$ cat src/rtl/rv32_pkg.sv
// Shared types for the multi-cycle RV32I control unit: opcodes, instruction classes,
// FSM states and the per-cycle control word with its state/class decode.
package rv32_pkg;

    localparam logic [6:0] OPC_OP     = 7'b0110011;
    localparam logic [6:0] OPC_OP_IMM = 7'b0010011;
    localparam logic [6:0] OPC_LOAD   = 7'b0000011;
    localparam logic [6:0] OPC_STORE  = 7'b0100011;
    localparam logic [6:0] OPC_BRANCH = 7'b1100011;
    localparam logic [6:0] OPC_JAL    = 7'b1101111;
    localparam logic [6:0] OPC_JALR   = 7'b1100111;
    localparam logic [6:0] OPC_LUI    = 7'b0110111;
    localparam logic [6:0] OPC_AUIPC  = 7'b0010111;

    localparam logic [31:0] NOP_INSTR = 32'h0000_0013;

    typedef enum logic [1:0] {
        ALU_ADD    = 2'b00,
        ALU_SUB    = 2'b01,
        ALU_RFUNCT = 2'b10,
        ALU_IFUNCT = 2'b11
    } alu_op_t;

    typedef enum logic [3:0] {
        CLS_R,
        CLS_I_ALU,
        CLS_LOAD,
        CLS_STORE,
        CLS_BRANCH,
        CLS_JAL,
        CLS_JALR,
        CLS_LUI,
        CLS_AUIPC,
        CLS_ILLEGAL
    } instr_class_t;

    typedef enum logic [2:0] {
        ST_FETCH,
        ST_DECODE,
        ST_EXECUTE,
        ST_MEM,
        ST_WB,
        ST_FAULT
    } mcu_state_t;

    typedef struct packed {
        logic    imem_req;
        logic    dmem_req;
        logic    dmem_we;
        logic    reg_write;
        logic    alu_src;
        logic    mem_to_reg;
        logic    branch;
        logic    jump;
        alu_op_t alu_op;
        logic    pc_en;
        logic    busy;
        logic    fault;
    } ctrl_t;

    // Moore control word for a state; the class only matters from EXECUTE onwards.
    function automatic ctrl_t ctrl_decode(input mcu_state_t s, input instr_class_t c);
        ctrl_t o;
        o        = '0;
        o.alu_op = ALU_ADD;
        o.busy   = (s != ST_FETCH);
        case (s)
            ST_FETCH: o.imem_req = 1'b1;
            ST_EXECUTE: begin
                case (c)
                    CLS_R: o.alu_op = ALU_RFUNCT;
                    CLS_I_ALU: begin
                        o.alu_src = 1'b1;
                        o.alu_op  = ALU_IFUNCT;
                    end
                    CLS_LOAD, CLS_STORE, CLS_LUI, CLS_AUIPC: o.alu_src = 1'b1;
                    CLS_JAL, CLS_JALR: begin
                        o.alu_src = 1'b1;
                        o.jump    = 1'b1;
                    end
                    CLS_BRANCH: begin
                        o.alu_op = ALU_SUB;
                        o.branch = 1'b1;
                        o.pc_en  = 1'b1;
                    end
                    default: ;
                endcase
            end
            ST_MEM: begin
                o.dmem_req = 1'b1;
                o.dmem_we  = (c == CLS_STORE);
            end
            ST_WB: begin
                // jump stays up here because the PC actually loads the target in WB
                o.reg_write  = (c != CLS_ILLEGAL);
                o.mem_to_reg = (c == CLS_LOAD);
                o.jump       = (c == CLS_JAL) || (c == CLS_JALR);
                o.pc_en      = 1'b1;
            end
            ST_FAULT: o.fault = 1'b1;
            default: ;
        endcase
        return o;
    endfunction

endpackage

$ cat src/rtl/opcode_decoder.sv
// Combinational RV32I major-opcode classifier: IR[6:0] -> instruction class.
module opcode_decoder
    import rv32_pkg::*;
(
    input  logic [6:0]   opcode,
    output instr_class_t instr_class
);

    always_comb begin
        instr_class = CLS_ILLEGAL;
        case (opcode)
            OPC_OP:     instr_class = CLS_R;
            OPC_OP_IMM: instr_class = CLS_I_ALU;
            OPC_LOAD:   instr_class = CLS_LOAD;
            OPC_STORE:  instr_class = CLS_STORE;
            OPC_BRANCH: instr_class = CLS_BRANCH;
            OPC_JAL:    instr_class = CLS_JAL;
            OPC_JALR:   instr_class = CLS_JALR;
            OPC_LUI:    instr_class = CLS_LUI;
            OPC_AUIPC:  instr_class = CLS_AUIPC;
            default:    instr_class = CLS_ILLEGAL;
        endcase
    end

endmodule

$ cat src/rtl/multicycle_control_unit.sv
// Multi-cycle RV32I control FSM with wait-state memory handshakes, timeout fault and retire counter.
// Optional macro ILLEGAL_TRAP_EN: illegal opcodes trap to FAULT instead of retiring as a NOP.
module multicycle_control_unit
    import rv32_pkg::*;
#(
    parameter int MEM_TIMEOUT = 15,
    parameter int CNT_W       = 32
) (
    input  logic             clk,
    input  logic             rst_n,
    output logic             imem_req,
    input  logic             imem_ready,
    input  logic [31:0]      imem_rdata,
    output logic             dmem_req,
    output logic             dmem_we,
    input  logic             dmem_ready,
    output logic [31:0]      instr,
    output logic             reg_write,
    output logic             alu_src,
    output logic             mem_to_reg,
    output logic             branch,
    output logic             jump,
    output logic [1:0]       alu_op,
    output logic             pc_en,
    output logic             busy,
    output logic             fault,
    output logic [CNT_W-1:0] retired
);

    localparam logic [7:0]       TIMEOUT_LAST = 8'(MEM_TIMEOUT - 1);
    localparam logic [CNT_W-1:0] CNT_ONE      = CNT_W'(1);

    mcu_state_t       state_reg, state_next;
    logic [31:0]      ir_reg;
    logic [7:0]       wait_cnt_reg, wait_cnt_next;
    logic [CNT_W-1:0] retired_reg;
    ctrl_t            ctrl_reg;
    instr_class_t     ir_class;
    logic             ir_load;
    logic             req_wait;
    logic             store_done;

    opcode_decoder u_opcode_decoder (
        .opcode      (ir_reg[6:0]),
        .instr_class (ir_class)
    );

    always_comb begin
        state_next    = state_reg;
        wait_cnt_next = '0;
        ir_load       = 1'b0;
        req_wait      = 1'b0;
        case (state_reg)
            ST_FETCH: begin
                if (imem_ready) begin
                    state_next = ST_DECODE;
                    ir_load    = 1'b1;
                end else begin
                    req_wait = 1'b1;
                end
            end
            ST_DECODE: begin
`ifdef ILLEGAL_TRAP_EN
                state_next = (ir_class == CLS_ILLEGAL) ? ST_FAULT : ST_EXECUTE;
`else
                state_next = ST_EXECUTE;
`endif
            end
            ST_EXECUTE: begin
                if (ir_class == CLS_LOAD || ir_class == CLS_STORE) begin
                    state_next = ST_MEM;
                end else if (ir_class == CLS_BRANCH) begin
                    state_next = ST_FETCH;
                end else begin
                    state_next = ST_WB;
                end
            end
            ST_MEM: begin
                if (dmem_ready) begin
                    state_next = (ir_class == CLS_STORE) ? ST_FETCH : ST_WB;
                end else begin
                    req_wait = 1'b1;
                end
            end
            ST_WB:    state_next = ST_FETCH;
            ST_FAULT: state_next = ST_FAULT;
            default:  state_next = ST_FETCH;
        endcase

        // A ready arriving on the limit cycle takes the normal path above, so it wins.
        if (req_wait) begin
            if (wait_cnt_reg == TIMEOUT_LAST) begin
                state_next = ST_FAULT;
            end else begin
                wait_cnt_next = wait_cnt_reg + 8'd1;
            end
        end
    end

    // A store retires in the MEM cycle that sees dmem_ready, so this term cannot be registered.
    assign store_done = (state_reg == ST_MEM) && (ir_class == CLS_STORE) && dmem_ready;
    assign pc_en      = ctrl_reg.pc_en | store_done;

    always_ff @(posedge clk) begin
        if (!rst_n) begin
            state_reg    <= ST_FETCH;
            ir_reg       <= NOP_INSTR;
            wait_cnt_reg <= '0;
            retired_reg  <= '0;
            ctrl_reg     <= ctrl_decode(ST_FETCH, CLS_ILLEGAL);
        end else begin
            state_reg    <= state_next;
            wait_cnt_reg <= wait_cnt_next;
            ctrl_reg     <= ctrl_decode(state_next, ir_class);
            if (ir_load) begin
                ir_reg <= imem_rdata;
            end
            if (pc_en) begin
                retired_reg <= retired_reg + CNT_ONE;
            end
        end
    end

    assign imem_req   = ctrl_reg.imem_req;
    assign dmem_req   = ctrl_reg.dmem_req;
    assign dmem_we    = ctrl_reg.dmem_we;
    assign reg_write  = ctrl_reg.reg_write;
    assign alu_src    = ctrl_reg.alu_src;
    assign mem_to_reg = ctrl_reg.mem_to_reg;
    assign branch     = ctrl_reg.branch;
    assign jump       = ctrl_reg.jump;
    assign alu_op     = ctrl_reg.alu_op;
    assign busy       = ctrl_reg.busy;
    assign fault      = ctrl_reg.fault;
    assign instr      = ir_reg;
    assign retired    = retired_reg;

endmodule

$ cat config.mk
export PLATFORM = sky130hd
export DESIGN_NAME = multicycle_control_unit
export DESIGN_NICKNAME = d
export VERILOG_FILES = /design/src/rtl/rv32_pkg.sv /design/src/rtl/opcode_decoder.sv /design/src/rtl/multicycle_control_unit.sv
export SDC_FILE = /design/constraint.sdc
export NUM_CORES = 1
export LEC_CHECK = 0
export ABC_AREA = 0
export BUFFER_PORTS_ARGS = -buffer_cell sky130_fd_sc_hd__buf_2
export CAP_MARGIN = 10
export CORE_MARGIN = 2
export CORE_UTILIZATION = 27
export DETAILED_ROUTE_END_ITERATION = 12
export PLACE_DENSITY = 0.57
export RECOVER_POWER = 25
export SYNTH_ARGS = -nofsm -noshare
export SYNTH_HDL_FRONTEND = slang
export SYNTH_SLANG_ARGS = --single-unit
$ cat constraint.sdc
create_clock -name clk -period 3.9 [get_ports clk]
set_input_delay 0 -clock clk [delete_from_list [all_inputs] [get_ports clk]]
set_output_delay 0 -clock clk [all_outputs]
set_load 0.05 [all_outputs]
==> impl_metrics.yaml <==
synthesis:
  synthFlopType: "dfxtp_1"
  synthTopCellsByArea: "dfxtp_1 (48%), nand2_1 (8.8%), a21oi_1 (5.9%), nor2_1 (4.1%), xnor2_1 (3.8%)"
  synth_cell_types: 44
  syn_inst: 442
  synth_edf_count: 0
  yosys.cell_count.top_type: "dfxtp_1"
  ys_top_cells_by_count: "dfxtp_1 (88), nand2_1 (86), a21oi_1 (43), nor2_1 (40), clkbuf_1 (18)"
  synth-seq-area-share_pct: 48.1
  syn-num-nets: 481
  synth_largest_area_cell: "dfxtp_1"
  synth_top_area_share_pct: 48.1
  syn_area_um2: 3670
  postSynthAreaPerCell_um2: 8.29
  async_flop_share_pct: 0
  ys_warn_count: 0
  ys_ff_latch: 88
setup_path:
  crit_arrival_ns: 2.73
  cp-end-kind: "register"
  path_depth: 5
  critPathMaxFanout: 32
  r2r_start: "state_reg[0]"
  reg2regPathDepth: 5
  r2r_slack_ns: 1.46
  crit_chain: "nand2b_1 -> or3_1 -> nand2_1 -> nand3_1 -> dlygate4sd3_1"
  critical_path_class: "reg -> reg"
  cp_slowest_stage_delay_ns: 0.92
  startpoint_type: "register"
  cp_top_family: "simple AND/OR/NAND/NOR gates"
  worstPathBufferInverterCount: 1
  required_ns: 4.19
  cp_slowest_cell: "or3_1"
  r2r_end: "instr[1]"
power:
  powerDensity_nw_per_um2: 431
  ir_drop_mv: 0.192
  p_leak_nw: 1.88
routing:
  drtIter0Drc: 279
  wl_per_cell_um: 13.5
  ant_nets: 0
  routed-via-count: 3557
  drc: 0
  vias_per_cell: 4.68
  drt_wl_total_um: 10300
  drt_pass1_iterations: 4
min_path:
  hp-start: "rst_n"
  min_to: "retired[31]"
  min_path_type: "in -> reg"
  whs_path_depth: 2
sta:
  finalMaxSlewViolations: 0
  max_freq_ghz: 0.410
  finalHoldViolations: 0
  setup_viol: 0
  worst_pin_slew_ns: 1.19
  min_period_ns: 2.44
  relSlewSlack_pct: 20.8
  finalSetupTns_ns: 0
  rsz0062_at_grt: "false"
  fin_crit_sh_pct: 62.6
  clock_skew_ns: 0.00825
global_routing:
  top_usage_layer: "met2"
  grt_remaining_overflow: 0
  grt_pass1_wl_um: 16700
  met2_usage_pct: 23.4
  use_met1_pct: 17.6
  grt_util_met3_pct: 3.92
  track_usage_pct: 14.4
  antenna_found_initial: 0
  first_global_vias: 3498
  grt_max_degree: 62
floorplanning:
  die_w_um: 121
  die-height_um: 121
  rows: 42
  ioPinCount: 113
  dieArea_um2: 14500
  core_um2: 13200
  initial_utilization_pct: 27.7
clocking:
  cts_buffers: 9
  clk_latency_ns: 0.34
  numClockSinks: 88
  clock_tree.buffer_depth: 2
  cts_tree: "yes"
  htreeDepth: 3
  path_clk_slew_ns: 0.06
  cts-root-buf: "clkbuf_16"
final_layout:
  seq_area_um2: 1760
  multi_input_area_um2: 1770
  drive_above_1_share_pct: 16.6
  nFillCells: 1381
  postLayoutCoreUtil_pct: 37.3
  n_antenna_cell: 0
  syn_to_final_growth_pct: 34.9
  fin_nets: 618
run:
  max_cap_violations: 0
placement:
  dp_hpwl_um: 6890
  port_buffers: 112
  gp_congestion: 0.876
status:
  status: "finished clean"
stage by stage:
| step | area (um^2) | hold slack, ns | power [mW] | worst slack (ns) | std cells |
|---|---|---|---|---|---|
| after floorplan | 3670 | 0.124 | 1.22 | 1.66 | 442 |
| after global placement | 4360 | 0.224 | 1.29 | 1.71 | 709 |
| after detailed placement | 4360 | 0.227 | 1.30 | 1.61 | 709 |
| after CTS | 5000 | 0.00413 | 2.17 | 1.45 | 760 |
| after global routing | 4950 | 0.0197 | 2.23 | 1.20 | 760 |
| final | 4950 | 0.00723 | 2.13 | 1.46 | 760 |
area by class of cell:
type | count | share of cell area [%]
clock buffers | 14 | 5.54
clock inverters | 2 | 0.253
inverters | 10 | 0.759
multi-input cells | 321 | 35.7
flip-flops and latches | 88 | 35.6
well taps | 176 | 4.45
repair buffers | 149 | 17.7
where the power goes:
part / leakage (nW) / internal [mW] / switching, mW
Sequential: 0.715 / 0.936 / 0.0322
Combinational: 1.02 / 0.0988 / 0.235
Clock: 0.139 / 0.484 / 0.345
Total: 1.88 / 1.52 / 0.612
worst max path at each step:
| stage | from | to | slack, ns |
|---|---|---|---|
| CTS | state_reg[0] | instr[4] | 1.45 |
| global placement | state_reg[0] | retired[31] | 1.71 |
| detailed placement | state_reg[0] | retired[25] | 1.61 |
| floorplan | instr[0] | retired[31] | 1.66 |
| finish | state_reg[0] | instr[1] | 1.46 |
| global route | state_reg[0] | instr[1] | 1.20 |
cell families (layout without fill, tap and decap cells):
logic type	Yosys count	in the layout	share of synthesized area, %
XOR/XNOR	26	26	6.21
buffers and inverters	33	175	3.92
flip-flops	88	88	48.1
adder cells (fa/ha/maj)	3	3	1.02
AO/OA/AOI/OAI	72	72	11.6
AND/OR/NAND/NOR	220	220	29.1
per-layer routing:
metal	vias up	share of wire (%)
li1	1795	-
met1	1654	44
met2	96	47
met3	12	6.6
met4	0	1.9
met5	-	0
timing repair:
item                      in CTS  in global routing
resized for setup              0                  0
hold buffers                  35                  0
hold endpoints to repair      32                  0
buffers inserted               0                  0
cell usage in the layout, fill, tap and decap left out, types with 8 or more instances in the layout:
cell,Yosys,final
nor3_1,17,16
inv_1,8,8
a21oi_1,43,43
dlygate4sd3_1,0,35
nand4_1,13,13
clkbuf_16,0,9
or3_1,12,12
xnor2_1,16,16
o21ai_0,13,13
clkbuf_1,18,43
buf_2,1,71
nand2_1,86,86
xor2_1,10,10
nor2_1,40,40
nand3_1,16,16
dfxtp_1,88,88
No activity file was read; power rests on OpenSTA's default activity.
